File: config.mk
export PLATFORM = sky130hd
export DESIGN_NAME = if_fetch_stage
export DESIGN_NICKNAME = d
export VERILOG_FILES = /design/src/rtl/if_fetch_stage.sv
export SDC_FILE = /design/constraint.sdc
export NUM_CORES = 1
export LEC_CHECK = 0
export ABC_CLOCK_PERIOD_IN_PS = 9500
export CORE_MARGIN = 4
export CORE_UTILIZATION = 40
export DETAILED_ROUTE_END_ITERATION = 6
export GPL_ROUTABILITY_DRIVEN = 0
export GPL_TIMING_DRIVEN = 0
export HOLD_SLACK_MARGIN = 0.1
export PLACE_DENSITY = 0.57
export SYNTH_ARGS = -nofsm -noshare
export SYNTH_HDL_FRONTEND = slang
export SYNTH_SLANG_ARGS = --single-unit
File: constraint.sdc
create_clock -name clock -period 9.5 [get_ports clock]
set_input_delay 1.425 -clock clock [delete_from_list [all_inputs] [get_ports clock]]
set_output_delay 1.425 -clock clock [all_outputs]
set_load 0.05 [all_outputs]
File: src/rtl/if_fetch_stage.sv
// Instruction fetch stage: holds the PC, selects the 32-bit instruction from the
// I-cache word and queues {pc, npc, inst} for decode, with redirect and back-pressure.
module if_fetch_stage #(
  parameter int unsigned FETCH_BUF_DEPTH = 4,
  parameter logic [63:0] RESET_PC        = 64'h0,
  parameter logic [31:0] NOP_INST        = 32'h47ff041f
) (
  input  logic        clock,
  input  logic        reset,
  input  logic [63:0] Icache_data_out,
  input  logic        Icache_valid_out,
  input  logic        redirect_en,
  input  logic [63:0] redirect_pc,
  input  logic        decode_ready,
  output logic [63:0] proc2Icache_addr,
  output logic        if_valid,
  output logic [31:0] if_inst,
  output logic [63:0] if_pc,
  output logic [63:0] if_npc,
  output logic [31:0] fetch_stall_cycles
);

  localparam int unsigned PTR_W = $clog2(FETCH_BUF_DEPTH);
  localparam int unsigned CNT_W = PTR_W + 1;

  typedef struct packed {
    logic [63:0] pc;
    logic [63:0] npc;
    logic [31:0] inst;
  } entry_t;

  logic [63:0]      pc;
  logic [PTR_W-1:0] head;
  logic [PTR_W-1:0] tail;
  logic [CNT_W-1:0] count;
  entry_t           fifo_mem [FETCH_BUF_DEPTH];

  logic        not_full;
  logic        pop;
  logic        push;
  logic        stall_inc;
  logic [31:0] fetch_inst;
  logic [63:0] pc_plus4;
  logic [63:0] redirect_target;
  entry_t      head_entry;

  // Word-aligned lookup address; the cache answers in the same cycle.
  assign proc2Icache_addr = {pc[63:3], 3'b000};
  assign redirect_target  = redirect_pc & ~64'h3;
  assign pc_plus4         = pc + 64'd4;
  assign fetch_inst       = pc[2] ? Icache_data_out[63:32] : Icache_data_out[31:0];

  assign not_full   = count < CNT_W'(FETCH_BUF_DEPTH);
  assign head_entry = fifo_mem[head];
  assign if_valid   = (count != '0);
  assign pop        = if_valid & decode_ready;
  assign push       = Icache_valid_out & ~redirect_en & (not_full | pop);
  // A miss only counts as a stall when there is room to accept the instruction.
  assign stall_inc  = ~Icache_valid_out & not_full & ~redirect_en & (fetch_stall_cycles != '1);

  always_comb begin
    if_inst = NOP_INST;
    if_pc   = 64'h0;
    if_npc  = 64'h0;
    if (if_valid) begin
      if_inst = head_entry.inst;
      if_pc   = head_entry.pc;
      if_npc  = head_entry.npc;
    end
  end

  // PC, FIFO pointers and stall counter; reset beats redirect, redirect beats fetch.
  always_ff @(posedge clock) begin
    if (reset) begin
      pc                 <= RESET_PC;
      head               <= '0;
      tail               <= '0;
      count              <= '0;
      fetch_stall_cycles <= '0;
    end else if (redirect_en) begin
      pc    <= redirect_target;
      head  <= '0;
      tail  <= '0;
      count <= '0;
    end else begin
      if (push) begin
        pc   <= pc_plus4;
        tail <= tail + PTR_W'(1);
      end
      if (pop) begin
        head <= head + PTR_W'(1);
      end
      if (push && !pop) begin
        count <= count + CNT_W'(1);
      end else if (pop && !push) begin
        count <= count - CNT_W'(1);
      end
      if (stall_inc) begin
        fetch_stall_cycles <= fetch_stall_cycles + 32'd1;
      end
    end
  end

  // Payload storage needs no reset; contents are masked while the FIFO is empty.
  always_ff @(posedge clock) begin
    if (!reset && push) begin
      fifo_mem[tail] <= '{pc: pc, npc: pc_plus4, inst: fetch_inst};
    end
  end

endmodule

* Yosys cells after proc, flatten, opt, wreduce, memory -nomap -nowiden
Memory sizes are Yosys's and may differ from the RTL's. A register that Yosys moved wholly into a read port is not among the register bits.
Cells that the tools add are included.
** Cells by class
- Add/sub/neg operators :: 6
- Order comparisons :: 1
- Equality and inequality tests :: 1
- Multiplexer cells :: 12
- Bitwise logic cells :: 9
- Reduce and logical (&&, ||, !) cells :: 11
** Operators with widths (count)
- $mux 64 :: 4
- $add 64x3->64 const B :: 1
- $mux 32 :: 2
- $add 32x1->32 const B :: 1
- $ne 32x32->1 const B :: 1
- $and 1x1->1 :: 6
- $mux 3 :: 2
- $add 2x1->2 const B :: 2
- $mux 2 :: 2
- $reduce_bool 2->1 :: 2
- $add 3x1->3 const B :: 1
- $logic_and 1x1->1 :: 3
- $logic_not 1->1 :: 3
- $lt 3x3->1 const B :: 1
- $reduce_bool 3->1 :: 1
- $sub 3x1->3 const B :: 1
- $mux 1 :: 2
- $not 1->1 :: 2
- $reduce_and 2->1 :: 1
- $reduce_or 2->1 :: 1
- $or 1x1->1 :: 1
** Storage, ports and cells
- Register bits :: 103
- Memory bits (writable) :: 640
- Input bits :: 133
- Output and inout port bits :: 257
- Logic and storage cells :: 47
- Memories :: 1
** Memories
- fifo_mem :: words 4, width 160, read ports 1, clocked after memory_dff 1, write ports 1, RTL line 36 : entry_t fifo_mem [FETCH_BUF_DEPTH];

* Longest topological paths before layout
Gate-level depths: netlist of the first run.
- Word-level depth :: 8
- Mapped depth :: 11
- Mapped depth without buffers :: 9

* Worst setup path before layout of the first run
OpenSTA, ideal clock, no wires.
- Path kind :: in2reg
- Start :: in reset
- End :: mem fifo_mem[0][0] (netlist bit) (enable)
- Setup time :: 534 ps
- Arrival time :: 5810 ps
- Data required time :: 8966 ps
- Path slack :: 3156 ps
- Stages on the path :: 4
- Buffers on the path :: 1
- Cells stage by stage :: clkbuf_1 or2_2 nor3_1 and2_1
** On the way
- Longest elaborated chain between the ends :: 4
** Ends and longest elaborated chain
- from (decl) :: RTL line 9 : input logic reset,
- $logic_not 1->1 :: RTL line 106 : if (!reset && push) begin
- $logic_and 1x1->1 :: RTL line 106
- $mux 1 :: RTL line 106
- $mux 1 (not written as such) :: RTL line 107 : fifo_mem[tail] <= '{pc: pc, npc: pc_plus4, inst: fetch_inst};
- to (decl) :: RTL line 36
Every way passes these cells.

* Worst setup path in the final report of the first run
- Start :: reg count[2]
- End :: out if_pc[29]
** On the way
- Longest elaborated chain between the ends :: 2
** Ends and longest elaborated chain
- from (decl) :: RTL line 35 : logic [CNT_W-1:0] count;
- from (signal assigned) :: RTL line 94 : count <= count + CNT_W'(1);
- from (signal assigned) :: RTL line 96 : count <= count - CNT_W'(1);
- $reduce_bool 3->1 :: RTL line 55 : assign if_valid = (count != '0);
- $mux 64 :: RTL line 65 : if (if_valid) begin
- to (decl) :: RTL line 18 : output logic [63:0] if_pc,
Every way passes these cells.

==> results of run 1 <==
## critical path, delay by kind of cell (launching register included)
| kind | cells | cell delay (ps) |
|---|---|---|
| AND/OR/NAND/NOR | 2 | 410 |
| flip-flops | 1 | 530 |
| buffers and inverters | 4 | 2710 |
## registers in the layout (all words and copies together), names as in the netlist, named ones only
name	flops
count	3
tail	2
pc	62
fetch_stall_cycles	32
head	2
fifo_mem	624
## area by class of cell
class,instances,share of cell area [%]
Buffer,191,2.75
Clock buffer,105,5.55
Clock inverter,34,0.856
Inverter,18,0.173
Multi-Input combinational cell,1041,23.8
Sequential cell,727,53.1
Tap cell,1040,3.32
Timing Repair Buffer,392,10.5
## logic make-up (layout without fill, tap and decap cells)
kind of cell               after synthesis  count (layout)
other                                    1               7
and+or+nand+nor                        586             586
buffers and inverters                  209             740
xor gates and xnor gates               108             108
adders and majority gates                8               8
muxes                                  198             198
DFF                                    727             727
AOI/OAI and AO/OA                      134             134
## report_power, final
group	switching (W)	total [W]	internal, W
sequential	0.0000644	0.00360	0.00353
clock	0.00123	0.00298	0.00175
combinational	0.000596	0.000939	0.000343
total	0.00189	0.00751	0.00562
## per-layer routing
metal	vias up	global-route usage, %	share of wire [%]
met5	-	0	0
met4	0	4.90	1.8
met3	109	3.70	6.6
met2	690	35.4	49
met1	9969	29.9	43
li1	8521	-	-
## path summary, 6_finish.rpt
check	to	slack, ps	depth (start not counted)
max	if_pc[29]	3800	6
min	tail[1]	510	2
max reg2reg	fifo_mem[1][95]	5690	6
min reg2reg	tail[1]	510	2
## cells in the mapped netlist (all sizes together), types with 3 or more instances
cell type,number,area [sq um]
mux2i,4,40.0
ha,7,87.6
xnor2,41,359
or4,13,97.6
o31ai,12,90.1
mux2,38,428
o21ai,30,150
nor2,121,454
a211oi,28,210
a31oi,5,31.3
o211a,3,30.0
nand4,69,465
xor2,67,587
clkbuf,68,259
buf,123,816
and3,11,68.8
inv,18,67.6
a31o,3,26.3
nor2b,6,37.5
a311oi,20,175
and2,148,926
or3,28,175
mux4,156,3510
and4,3,26.3
o2111ai,5,43.8
nand3,40,230
a21oi,17,85.1
nor3,24,130
nor4,24,193
nand2,63,236
dfxtp,103,2060
edfxtp,624,18700
or2,24,150
nor4b,3,32.5
## metrics by stage
stage               utilization, %  setup WS (ps)
floorplan                        -           3160
global placement              47.0          -1030
detailed placement            47.4           4300
CTS                           50.6           3630
global route                  50.6           3620
finish                        50.6           3800
==> impl_metrics.env, run 1 <==
export IMPL_syn_to_final_growth_pct=25.5
export IMPL_cellPowerDensity_nw_per_um2=192
export IMPL_crit_type="reg2out"
export IMPL_synth_avg_cell_area_sq_um=15.8
export IMPL_die_area_sq_um=82600
export IMPL_slowest_delay_ps=1010
export IMPL_drt_iter0_drc=1596
export IMPL_min_path_type="reg2reg"
export IMPL_synth_ff_type="edfxtp_1"
export IMPL_portBuffers=379
export IMPL_synth_top_family_by_area="multiplexers"
export IMPL_synth_compound_area_share_pct=3.00
export IMPL_die_width_microns=287
export IMPL_cp_end_kind="output port"
export IMPL_final_common_cell="edfxtp_1"
export IMPL_postRouteAntennaNets=0
export IMPL_root_buffer="clkbuf_16"
export IMPL_crit_arrival_ps=4270
export IMPL_cts_resized=0
export IMPL_core_sq_um=77300
export IMPL_muxShareOfSynthArea_pct=12.8
export IMPL_num_vias=19300
export IMPL_clockBufferDepth=3
export IMPL_ctsHoldBuffers=0
export IMPL_ios=390
export IMPL_max_freq_mhz=176
export IMPL_post_cts_buffers=0
export IMPL_ys_seq_area_share_pct=66.6
export IMPL_drc=0
export IMPL_min_from="tail[1]"
export IMPL_drive_above_1_share_pct=18.9
export IMPL_whs_ps=508
export IMPL_die_h_microns=287
export IMPL_critPathLaunch="count[2]"
export IMPL_fillers=6618
export IMPL_regArea_sq_um=20800
export IMPL_rsz0062_at_grt="false"
export IMPL_layoutNonFillerInstCount=3548
export IMPL_cts_tree="done"
export IMPL_r2r_start="pc[18]"
export IMPL_status="complete, no violations"
export IMPL_final_cell_mix="edfxtp_1, clkdlybuf4s50_1, mux4_2"
export IMPL_detail_route_wl_per_cell_microns=25.2
export IMPL_fin_crit_ps=5700
export IMPL_clk_pin_slew_ps=70
export IMPL_rows=102
export IMPL_cp_common_cell="clkbuf_1"
export IMPL_hpwlAfterDp_microns=62700
export IMPL_place_inst=3409
export IMPL_syn_inst=1971
export IMPL_maxCapViolCount=0
export IMPL_synth_edf_count=624
export IMPL_ir_worst_vdd_mv=0.119
export IMPL_synthesis_area_sq_um=31200
export IMPL_hold_violations=0
export IMPL_ys_ff_latch=727
export IMPL_synth_xor_area_share_pct=3.03
export IMPL_initial_core_util_pct=40.4
export IMPL_n_antenna_cell=0
export IMPL_cts_htree_levels=3
export IMPL_cp_slowest_cell="clkbuf_1"
export IMPL_clk_latency_ps=620
export IMPL_overflow=0
export IMPL_total_power_w=0.00751
export IMPL_relSlewSlack_pct=11.5
export IMPL_grt_max_degree=56
export IMPL_nNetsFinal=2590
export IMPL_cp_data_required_time_ps=8080
export IMPL_track_usage_pct=21.4
export IMPL_drt_pass1_iterations=5
export IMPL_final_setup_viol_count=0
export IMPL_period_share_pct=60.0
export IMPL_ys_async_sr_fraction_pct=0
export IMPL_fin_worst_skew_ps=23.1
export IMPL_numCtsBuffers=78
export IMPL_routed_wl_microns=89300
export IMPL_yosys_area_share_simple_pct=10.6
export IMPL_tightest_slew_ps=1330
export IMPL_via_per_inst=5.44
export IMPL_yosys_warnings=0
export IMPL_place_area_sq_um=36700
export IMPL_clock_sinks=727
export IMPL_multi_input_area_sq_um=9310
export IMPL_grt_pass1_wl_microns=131000
export IMPL_crit_fanout=10
export IMPL_leakage_nw=12.6
export IMPL_slew_viol_final=0
export IMPL_setup_tns_ps=0
export IMPL_fin_area_sq_um=39200
export IMPL_startpoint_type="flip-flop"
export IMPL_antenna_found_initial=0
export IMPL_ys_types=65
export IMPL_cp_cell_sequence="nor3_2, inv_1, clkbuf_1, clkbuf_1, and2_1, clkdlybuf4s50_1"
export IMPL_synth_fa_ha_area_share_pct=0.345
export IMPL_first_global_vias=19600
Power figures use the tool's default switching activity.
==> run 2, diff against run 1 <==
- ABC_CLOCK_PERIOD_IN_PS: 9500 -> 5800
- clock period: 9.5 -> 5.8 ns (I/O delays scaled with it)
==> results of run 2 <==
Same layout as run 1 (identical final DEF). Status: complete, no violations.
Among the figures that moved: setup slack after placement 4300 ps -> 1150 ps; setup slack after layout 3800 ps -> 658 ps; register-to-register setup slack 5690 ps -> 1990 ps; total power 0.00751 W -> 0.0123 W; worst IR drop on VDD 0.119 mV -> 0.194 mV
==> run 3, diff against run 2 <==
- ABC_CLOCK_PERIOD_IN_PS: 5800 -> 4310
- PLACE_DENSITY: 0.57 -> 0.59
- clock period: 5.8 -> 4.31 ns (I/O delays scaled with it)
==> run 3 against run 2 <==
First-iteration DRC count rose by 3.8%. Global-route usage barely moved. Critical path type unchanged. Largest power group unchanged. Worst hold slack improved by 7.6 ps. Sequential power rose by 35%. Largest cell class unchanged. Clock skew rose by 3.2 ps. Critical path depth fell by 1. Cell area rose by 0.24%. Worst setup slack got worse by 490 ps.
==> impl_metrics.env, run 3 (synthesis results as in run 1) <==
export IMPL_status="complete, no violations"
export IMPL_layoutNonFillerInstCount=3558
export IMPL_rows=102
export IMPL_final_cell_mix="edfxtp_1, clkdlybuf4s50_1, mux4_2"
export IMPL_final_setup_viol_count=0
export IMPL_startpoint_type="flip-flop"
export IMPL_portBuffers=379
export IMPL_die_area_sq_um=82600
export IMPL_crit_buf_inv=3
export IMPL_crit_fanout=10
export IMPL_fin_worst_skew_ps=26.3
export IMPL_m1WireLength_microns=37700
export IMPL_setup_slack_ps=172
export IMPL_drive_above_1_share_pct=19.6
export IMPL_first_global_vias=19500
export IMPL_clk_latency_ps=620
export IMPL_ir_worst_vdd_mv=0.236
export IMPL_core_sq_um=77300
export IMPL_crit_type="reg2out"
export IMPL_grt_max_degree=56
export IMPL_syn_to_final_growth_pct=25.8
export IMPL_slowest_delay_ps=700
export IMPL_fillers=6506
export IMPL_clockBufferDepth=3
export IMPL_grt_pass1_wl_microns=131000
export IMPL_cts_htree_levels=3
export IMPL_routed_wl_microns=89500
export IMPL_root_buffer="clkbuf_16"
export IMPL_reg_largest_list="fifo_mem: 624 flops, pc: 62 flops, fetch_stall_cycles: 32 flops"
export IMPL_overflow=0
export IMPL_die_width_microns=287
export IMPL_cp_end_kind="output port"
export IMPL_period_share_pct=96.0
export IMPL_cellPowerDensity_nw_per_um2=423
export IMPL_num_vias=19300
export IMPL_initial_core_util_pct=40.4
export IMPL_detail_route_wl_per_cell_microns=25.1
export IMPL_die_h_microns=287
export IMPL_maxCapViolCount=0
export IMPL_place_inst=3411
export IMPL_cp_slowest_cell="clkbuf_1"
export IMPL_cp_cell_sequence="clkbuf_2, clkbuf_1, mux4_2, and2_1, clkdlybuf4s50_1"
export IMPL_dpl_worst_slack_ps=-285
export IMPL_hold_violations=0
export IMPL_top_register="fifo_mem"
export IMPL_dr_wl_met3_microns=6350
export IMPL_largest_reg_flops=624
export IMPL_tightest_slew_ps=1170
export IMPL_via_per_inst=5.42
export IMPL_max_freq_mhz=242
export IMPL_cts_tree="done"
export IMPL_clock_sinks=727
export IMPL_min_path_type="reg2reg"
export IMPL_drt_pass1_iterations=5
export IMPL_antenna_found_initial=3
export IMPL_clk_pin_slew_ps=60
export IMPL_slew_viol_final=0
export IMPL_hpwlAfterDp_microns=63400
export IMPL_post_cts_buffers=0
export IMPL_top_layer="met4"
export IMPL_track_usage_pct=21.4
export IMPL_fin_crit_ps=4140
export IMPL_crit_arrival_ps=3490
export IMPL_drt_iter0_drc=1657
export IMPL_postRouteAntennaNets=0
export IMPL_numCtsBuffers=78
export IMPL_relSlewSlack_pct=21.0
export IMPL_leakage_nw=13.1
export IMPL_final_common_cell="edfxtp_1"
export IMPL_ios=390
export IMPL_dr_wl_met2_microns=43600
export IMPL_drc=0
export IMPL_cp_data_required_time_ps=3660
export IMPL_ctsHoldBuffers=0
export IMPL_nNetsFinal=2592
export IMPL_critPathTopFamily="buffers and inverters"
run 3: report_power, final:
group | internal [W] | switching (W)
logic | 0.000738 | 0.00130
clock network | 0.00386 | 0.00277
registers | 0.00779 | 0.000145
run 3: final cells by class:
cell class,count,area [sq um],share of cell area (%)
Buffer,191,1100,2.81
Sequential cell,727,20800,53.0
Antenna cell,2,5.00,0.0127
Multi-Input combinational cell,1041,9310,23.7
Tap cell,1040,1300,3.31
Clock buffer,102,2170,5.52
Clock inverter,43,375,0.956
Inverter,18,67.6,0.172
Timing Repair Buffer,394,4140,10.5
run 3: tightest hold or removal path: stages, from the launching register on:
cell and delay (ps):
dfxtp_1 340, nand2_1 70, a21oi_1 60
run 3: per-stage QoR:
stage          hold slack [ps]  utilization (%)  power (W)  instance area (sq um)   TNS, ps
4_1_cts                    515             50.7     0.0168                  39200         0
3_3_place_gp               474             47.0     0.0101                  36300  -1424820
6_report                   515             50.8     0.0166                  39300         0
2_1_floorplan              469                -    0.00931                  31200         0
5_1_grt                    529             50.8     0.0172                  39300     -1.06
3_5_place_dp               507             47.4     0.0102                  36700     -6460
run 3: what timing repair did:
item                                   in CTS  in global routing
setup endpoints to repair                 131                 28
endpoints found under the hold margin       0                  0
gates resized for setup                    47                 21
run 3: routing by layer:
layer | vias to the layer above | GRT usage, %
li1 | 8556 | -
met1 | 9879 | 29.7
met2 | 747 | 35.4
met3 | 106 | 3.85
met4 | 0 | 5.24
met5 | - | 0
run 3: worst paths after layout:
path	startpoint	end	slack, ps	depth (start not counted)
max	flip-flop	if_pc[23]	170	5
min	tail[1]	tail[1]	520	2
max reg2reg	pc[21]	fifo_mem[3][95]	550	6
min reg2reg	tail[1]	tail[1]	520	2
